### src/rtl/mult_div_unit_if.sv
// Execute-stage handshake between the pipeline and the iterative RV32M multiply/divide unit.
// Signal suffixes are named from the unit's point of view.
interface mult_div_unit_if #(
   parameter int XLEN = 32
);

   logic            start_i;
   logic [2:0]      op_i;
   logic [XLEN-1:0] operand_a_i;
   logic [XLEN-1:0] operand_b_i;
   logic            flush_i;
   logic            hold_i;
   logic            stall_req_o;
   logic [XLEN-1:0] result_o;
   logic            result_valid_o;
   logic            busy_o;

   modport master (
      output start_i, op_i, operand_a_i, operand_b_i, flush_i, hold_i,
      input  stall_req_o, result_o, result_valid_o, busy_o
   );

   modport slave (
      input  start_i, op_i, operand_a_i, operand_b_i, flush_i, hold_i,
      output stall_req_o, result_o, result_valid_o, busy_o
   );

endinterface

### src/rtl/mult_div_unit.sv
// Iterative RV32M multiply/divide unit beside the ALU: a registered multiply over MUL_CYCLES
// wait cycles and a 32-cycle restoring divider, stalling Execute while it works.
module mult_div_unit #(
   parameter int XLEN       = 32,
   parameter int MUL_CYCLES = 1
) (
   input logic            clk_i,
   input logic            rst_i,
   mult_div_unit_if.slave bus
);

   typedef enum logic [1:0] {IDLE, MUL, DIV, DONE} state_e;

   localparam logic [XLEN-1:0] MinInt = {1'b1, {(XLEN-1){1'b0}}};

   state_e          state_q, state_d;
   logic [4:0]      cnt_q, cnt_d;
   logic [1:0]      op_q, op_d;
   logic [XLEN-1:0] a_q, a_d;
   logic [XLEN-1:0] b_q, b_d;
   logic [XLEN-1:0] rem_q, rem_d;
   logic [XLEN-1:0] result_q, result_d;
   logic            negQ_q, negQ_d;
   logic            negR_q, negR_d;
   logic            stallReq;

   logic              aSigned, bSigned;
   logic [2*XLEN-1:0] aExt, bExt, product;
   logic [XLEN-1:0]   mulResult;

   logic [XLEN:0]   remShift;
   logic            divGeq;
   logic [XLEN-1:0] remNext, quoNext, divResult;

   logic            opSigned, divByZero, divOverflow;
   logic [XLEN-1:0] absA, absB;

   // Sign-extending to the full product width makes the low 2*XLEN bits of a plain multiply
   // equal the exact signed/unsigned product for every operand signedness mix.
   always_comb begin
      aSigned   = (op_q != 2'b11);
      bSigned   = !op_q[1];
      aExt      = {{XLEN{aSigned & a_q[XLEN-1]}}, a_q};
      bExt      = {{XLEN{bSigned & b_q[XLEN-1]}}, b_q};
      product   = aExt * bExt;
      mulResult = (op_q == 2'b00) ? product[XLEN-1:0] : product[2*XLEN-1:XLEN];
   end

   // One restoring step: the dividend shifts out of a_q while quotient bits shift in behind it.
   always_comb begin
      remShift  = {rem_q, a_q[XLEN-1]};
      divGeq    = (remShift >= {1'b0, b_q});
      remNext   = divGeq ? (remShift[XLEN-1:0] - b_q) : remShift[XLEN-1:0];
      quoNext   = {a_q[XLEN-2:0], divGeq};
      divResult = op_q[1] ? (negR_q ? -remNext : remNext)
                          : (negQ_q ? -quoNext : quoNext);
   end

   always_comb begin
      opSigned    = !bus.op_i[0];
      divByZero   = (bus.operand_b_i == '0);
      divOverflow = opSigned && (bus.operand_a_i == MinInt) && (bus.operand_b_i == '1);
      absA        = (opSigned && bus.operand_a_i[XLEN-1]) ? -bus.operand_a_i : bus.operand_a_i;
      absB        = (opSigned && bus.operand_b_i[XLEN-1]) ? -bus.operand_b_i : bus.operand_b_i;
   end

   always_comb begin
      state_d  = state_q;
      cnt_d    = cnt_q;
      op_d     = op_q;
      a_d      = a_q;
      b_d      = b_q;
      rem_d    = rem_q;
      negQ_d   = negQ_q;
      negR_d   = negR_q;
      result_d = result_q;
      stallReq = 1'b0;

      case (state_q)
         IDLE: begin
            if (bus.start_i) begin
               stallReq = 1'b1;
               op_d     = bus.op_i[1:0];
               if (!bus.op_i[2]) begin
                  a_d     = bus.operand_a_i;
                  b_d     = bus.operand_b_i;
                  cnt_d   = 5'(MUL_CYCLES - 1);
                  state_d = MUL;
               end else if (divByZero) begin
                  result_d = bus.op_i[1] ? bus.operand_a_i : '1;
                  state_d  = DONE;
               end else if (divOverflow) begin
                  result_d = bus.op_i[1] ? '0 : MinInt;
                  state_d  = DONE;
               end else begin
                  a_d     = absA;
                  b_d     = absB;
                  rem_d   = '0;
                  negQ_d  = opSigned && (bus.operand_a_i[XLEN-1] ^ bus.operand_b_i[XLEN-1]);
                  negR_d  = opSigned && bus.operand_a_i[XLEN-1];
                  cnt_d   = 5'(XLEN - 1);
                  state_d = DIV;
               end
            end
         end
         MUL: begin
            stallReq = 1'b1;
            cnt_d    = cnt_q - 5'd1;
            if (cnt_q == '0) begin
               result_d = mulResult;
               cnt_d    = '0;
               state_d  = DONE;
            end
         end
         DIV: begin
            stallReq = 1'b1;
            a_d      = quoNext;
            rem_d    = remNext;
            cnt_d    = cnt_q - 5'd1;
            if (cnt_q == '0) begin
               result_d = divResult;
               cnt_d    = '0;
               state_d  = DONE;
            end
         end
         DONE: begin
            if (!bus.hold_i) begin
               state_d = IDLE;
            end
         end
         default: state_d = IDLE;
      endcase

      // A killed instruction never publishes a result, even if it would have completed now.
      if (bus.flush_i) begin
         state_d  = IDLE;
         result_d = result_q;
         stallReq = 1'b0;
      end
   end

   always_ff @(posedge clk_i) begin
      if (rst_i) begin
         state_q  <= IDLE;
         cnt_q    <= '0;
         op_q     <= '0;
         a_q      <= '0;
         b_q      <= '0;
         rem_q    <= '0;
         negQ_q   <= 1'b0;
         negR_q   <= 1'b0;
         result_q <= '0;
      end else begin
         state_q  <= state_d;
         cnt_q    <= cnt_d;
         op_q     <= op_d;
         a_q      <= a_d;
         b_q      <= b_d;
         rem_q    <= rem_d;
         negQ_q   <= negQ_d;
         negR_q   <= negR_d;
         result_q <= result_d;
      end
   end

   assign bus.stall_req_o    = stallReq;
   assign bus.result_o       = result_q;
   assign bus.result_valid_o = (state_q == DONE) && !bus.flush_i;
   assign bus.busy_o         = (state_q != IDLE);

endmodule

### src/flat_wrapper.sv
// flat-port wrapper written by rule: the top's interface ports become plain ports
module mult_div_unit_flat 
#(
   parameter int XLEN       = 32,
   parameter int MUL_CYCLES = 1
)
  (clk_i, rst_i, bus_start_i, bus_op_i, bus_operand_a_i, bus_operand_b_i, bus_flush_i, bus_hold_i, bus_stall_req_o, bus_result_o, bus_result_valid_o, bus_busy_o);
  mult_div_unit_if #(.XLEN(XLEN)) bus_i ();
  input logic clk_i;
  input logic rst_i;
  input wire logic [$bits(bus_i.start_i)-1:0] bus_start_i;
  input wire logic [$bits(bus_i.op_i)-1:0] bus_op_i;
  input wire logic [$bits(bus_i.operand_a_i)-1:0] bus_operand_a_i;
  input wire logic [$bits(bus_i.operand_b_i)-1:0] bus_operand_b_i;
  input wire logic [$bits(bus_i.flush_i)-1:0] bus_flush_i;
  input wire logic [$bits(bus_i.hold_i)-1:0] bus_hold_i;
  output wire logic [$bits(bus_i.stall_req_o)-1:0] bus_stall_req_o;
  output wire logic [$bits(bus_i.result_o)-1:0] bus_result_o;
  output wire logic [$bits(bus_i.result_valid_o)-1:0] bus_result_valid_o;
  output wire logic [$bits(bus_i.busy_o)-1:0] bus_busy_o;
  assign bus_i.start_i = bus_start_i;
  assign bus_i.op_i = bus_op_i;
  assign bus_i.operand_a_i = bus_operand_a_i;
  assign bus_i.operand_b_i = bus_operand_b_i;
  assign bus_i.flush_i = bus_flush_i;
  assign bus_i.hold_i = bus_hold_i;
  assign bus_stall_req_o = bus_i.stall_req_o;
  assign bus_result_o = bus_i.result_o;
  assign bus_result_valid_o = bus_i.result_valid_o;
  assign bus_busy_o = bus_i.busy_o;
  mult_div_unit #(.XLEN(XLEN), .MUL_CYCLES(MUL_CYCLES)) u_core (.clk_i(clk_i), .rst_i(rst_i), .bus(bus_i));
endmodule
### config.mk
export PLATFORM = sky130hd
export DESIGN_NAME = mult_div_unit_flat
export DESIGN_NICKNAME = d
export VERILOG_FILES = /design/src/rtl/mult_div_unit_if.sv /design/src/rtl/mult_div_unit.sv /design/src/flat_wrapper.sv
export SDC_FILE = /design/constraint.sdc
export NUM_CORES = 2
export LEC_CHECK = 0
export CAP_MARGIN = 40
export CORE_MARGIN = 4
export CORE_UTILIZATION = 63
export CTS_CLUSTER_SIZE = 14
export DETAILED_ROUTE_END_ITERATION = 7
export PLACE_DENSITY = 0.87
export SKIP_CTS_REPAIR_TIMING = 1
export SYNTH_ARGS = -nofsm -noshare
export SYNTH_HDL_FRONTEND = slang
export SYNTH_SLANG_ARGS = --single-unit
### constraint.sdc
create_clock -name clk_i -period 19.96 [get_ports clk_i]
set_input_delay 3.992 -clock clk_i [delete_from_list [all_inputs] [get_ports clk_i]]
set_output_delay 3.992 -clock clk_i [all_outputs]
set_load 0.05 [all_outputs]
==> metrics <==
status completed; CTS tree done; Hold EP u_core.bus.result_o[18]; Placed Cells 6,819; Mapped Nets 7,382; vias per cell 6.25; Worst EP required 20,370 ps; residual DRC count 0; Post-synth ARST share 0; Post-Route WL 160,000 um; flop-to-flop setup slack 10,030 ps; clk buf depth 2; leading area contributor after synthesis fa_1; die height 290 um; initial antenna violation count 7; Yosys reg bits 139; Synth Area in Simple Gates 0.172; Iter 0 DRT Violations 4,989; Setup CP Type register to register; die area 84,000 um^2; post-synthesis sequential area ratio 0.0556; fraction of layout cells with a size suffix above 1 0.0326; Util after Layout 0.665; mux share of post-synthesis cell area 0.00595; detailed-placement wirelength estimate 126,000 um; wire length per cell 23.3 um; part of the cycle the worst path needs 0.497; Setup Viol. Count Final 0; Routed Antenna Nets 0; Cell Count, Final, Fillers Out 6,859; worst vdd ir 0.000140 V; Synth Cell Area 50,000 um^2; Max-Cap Viols 0; Clock Root Buffer clkbuf_16; worst-margin pin slew 971 ps; Placement Setup Slack 10,140 ps; grt ovf 0; YS warnings 0; I/O pin count 107; largest net degree at the start of global routing 83; CP Launch Type register; Starting Density 0.634; global placement routability congestion 1.08; R2R Path End u_core.bus.result_o[30]; Cells after Synth 5,928; Compound-Gate Fraction of Synth Area 0.0998; Clock Sinks 139; # port buffers 106; clk_lat worst skew 500 ps; first drt pass iteration count 6; final net count 7,243; Worst Setup End Kind register; Top FF cell, synth dfxtp_1; RSZ-0062 raised after global routing false; Post-synth EDFFs 0; Syn Area/Cell 8.44 um^2; HP Start u_core.bus.result_o[18]; CP startpoint u_core.op_q[1]; # rows 103; slew margin rel. 0.352; clk slew on worst S/H paths 80 ps; Period minus WS final 9930 ps; post-synth cell types 103; worst-path maximum fanout 31; Crit-path slowest cell fa_1; core area 78,900 um^2; Worst Hold Class register to register; CP max stage delay 780 ps; final hold violation count 0; htree depth 4; fill cell total of the finished layout 6,056; Area Overhead vs Synth 4.95%; final setup TNS 0 ps; total chip power 4.00 mW; share of the synthesized area in the top cell type 0.451; synth cell count leaders inv_1 (1,179), fa_1 (1,126), nand2_1 (920), and2_1 (337), nor2_1 (303); hold depth 2; Adder-Cell Fraction of Synth Area 0.515; Die W 290 um; count leader, synth inv_1; clock skew 16.8 ps; top cells by area, synth fa_1 (45%), inv_1 (8.8%), nand2_1 (6.9%), ha_1 (6.4%), dfxtp_1 (5.6%); Post-Synth XOR/XNOR Area 0.0345; first-pass GRT wire length 252,000 um; pwr/cell area 76.2 nW/um^2; Multi-input gate area 41,400 um^2; Data arrival, critical path 10,340 ps; final hold slack 458 ps; vias in the first global route 45,636; Area after DPL 51,800 um^2; max-slew violation count 0; Critical R2R Launch u_core.op_q[1]; largest family of logic cells by synthesized area adder cells; Achievable Freq 0.101 GHz; gr usage total 0.393; Design Area, Final 52,500 um^2; most used cell along the critical path fa_1; CTS buffer count 17; Worst Slack Setup Final 10,030 ps; P_leak 25.0 nW; Seq. cell area 2790 um^2; r2r worst-path depth 31; via count 42,866
critical path: cells and delay by family, from the launching register on:
family                   cells  cell delay, ps
buffers and inverters        9            1930
adder cells (fa/ha/maj)      9            5000
flip-flops                   1             550
XOR/XNOR                     1             170
AO/OA/AOI/OAI                8            1660
AND/OR/NAND/NOR              4             530
cells by family after synthesis:
kind of cell / count (synthesis)
compound gates: 768
xor+xnor: 197
fa+ha+maj: 1382
buf+inv: 1548
flops: 139
mux: 28
simple gates: 1866
cells in the final DEF (no fill, tap or decap), types with 11 or more instances in the layout:
cell type,instances
or3_1,34
o21ai_1,13
a221oi_1,24
o211ai_1,26
o21a_1,17
o31ai_1,40
xnor2_1,108
a21oi_1,218
nor2b_1,19
nand2_1,920
a21o_1,53
o21ai_0,166
nand3_1,59
a22oi_1,12
nand2b_1,26
nor3_1,47
nor2_1,303
and3_1,17
mux2i_1,23
o21bai_1,13
and2_1,337
nand4_1,30
fa_1,1126
clkbuf_16,17
clkdlybuf4s50_1,105
ha_1,255
inv_1,1179
buf_4,89
a211oi_1,51
o2111ai_1,11
xor2_1,89
nor4_1,13
dfxtp_1,137
a31oi_1,15
or4_1,13
how the worst max path moves through the flow:
stage / cells past startpoint / to
final: 31 / u_core.bus.result_o[30]
after global routing: 31 / u_core.bus.result_o[30]
after CTS: 31 / u_core.bus.result_o[30]
after detailed placement: 4 / bus_stall_req_o
after global placement: 4 / bus_stall_req_o
after floorplan: 2 / bus_stall_req_o
metal layers:
layer,routed length (um),share of wire,up-vias,track usage
met5,11,0.000069,-,0
met4,13700,0.086,2,0.263
met3,21400,0.13,867,0.111
met2,70700,0.44,3159,0.603
met1,54200,0.34,21003,0.488
li1,-,-,17835,-
sequential cells by signal, summed over array words and instances (netlist names):
name and cells:
u_core.rem_q 32, u_core.negQ_q 1, u_core.state_q 2, u_core.b_q 32, u_core.negR_q 1, u_core.a_q 32, u_core.cnt_q 5, u_core.bus.result_o 32
u_core.op_q 2
area by class of cell:
class	instances	share of cell area
clock buffers	17	0.00810
flip-flops and latches	139	0.0531
well taps	1050	0.0250
repair buffers	205	0.0361
inverters	1185	0.0848
diodes	7	0.000334
multi-input cells	4241	0.789
clock inverters	15	0.00365
power breakdown:
part / leakage (nW) / internal [mW] / switching, mW
Combinational: 23.5 / 1.17 / 2.17
Clock: 0.298 / 0.170 / 0.176
Sequential: 1.14 / 0.294 / 0.0258
Note: power is estimated with default switching activity, not from simulation.
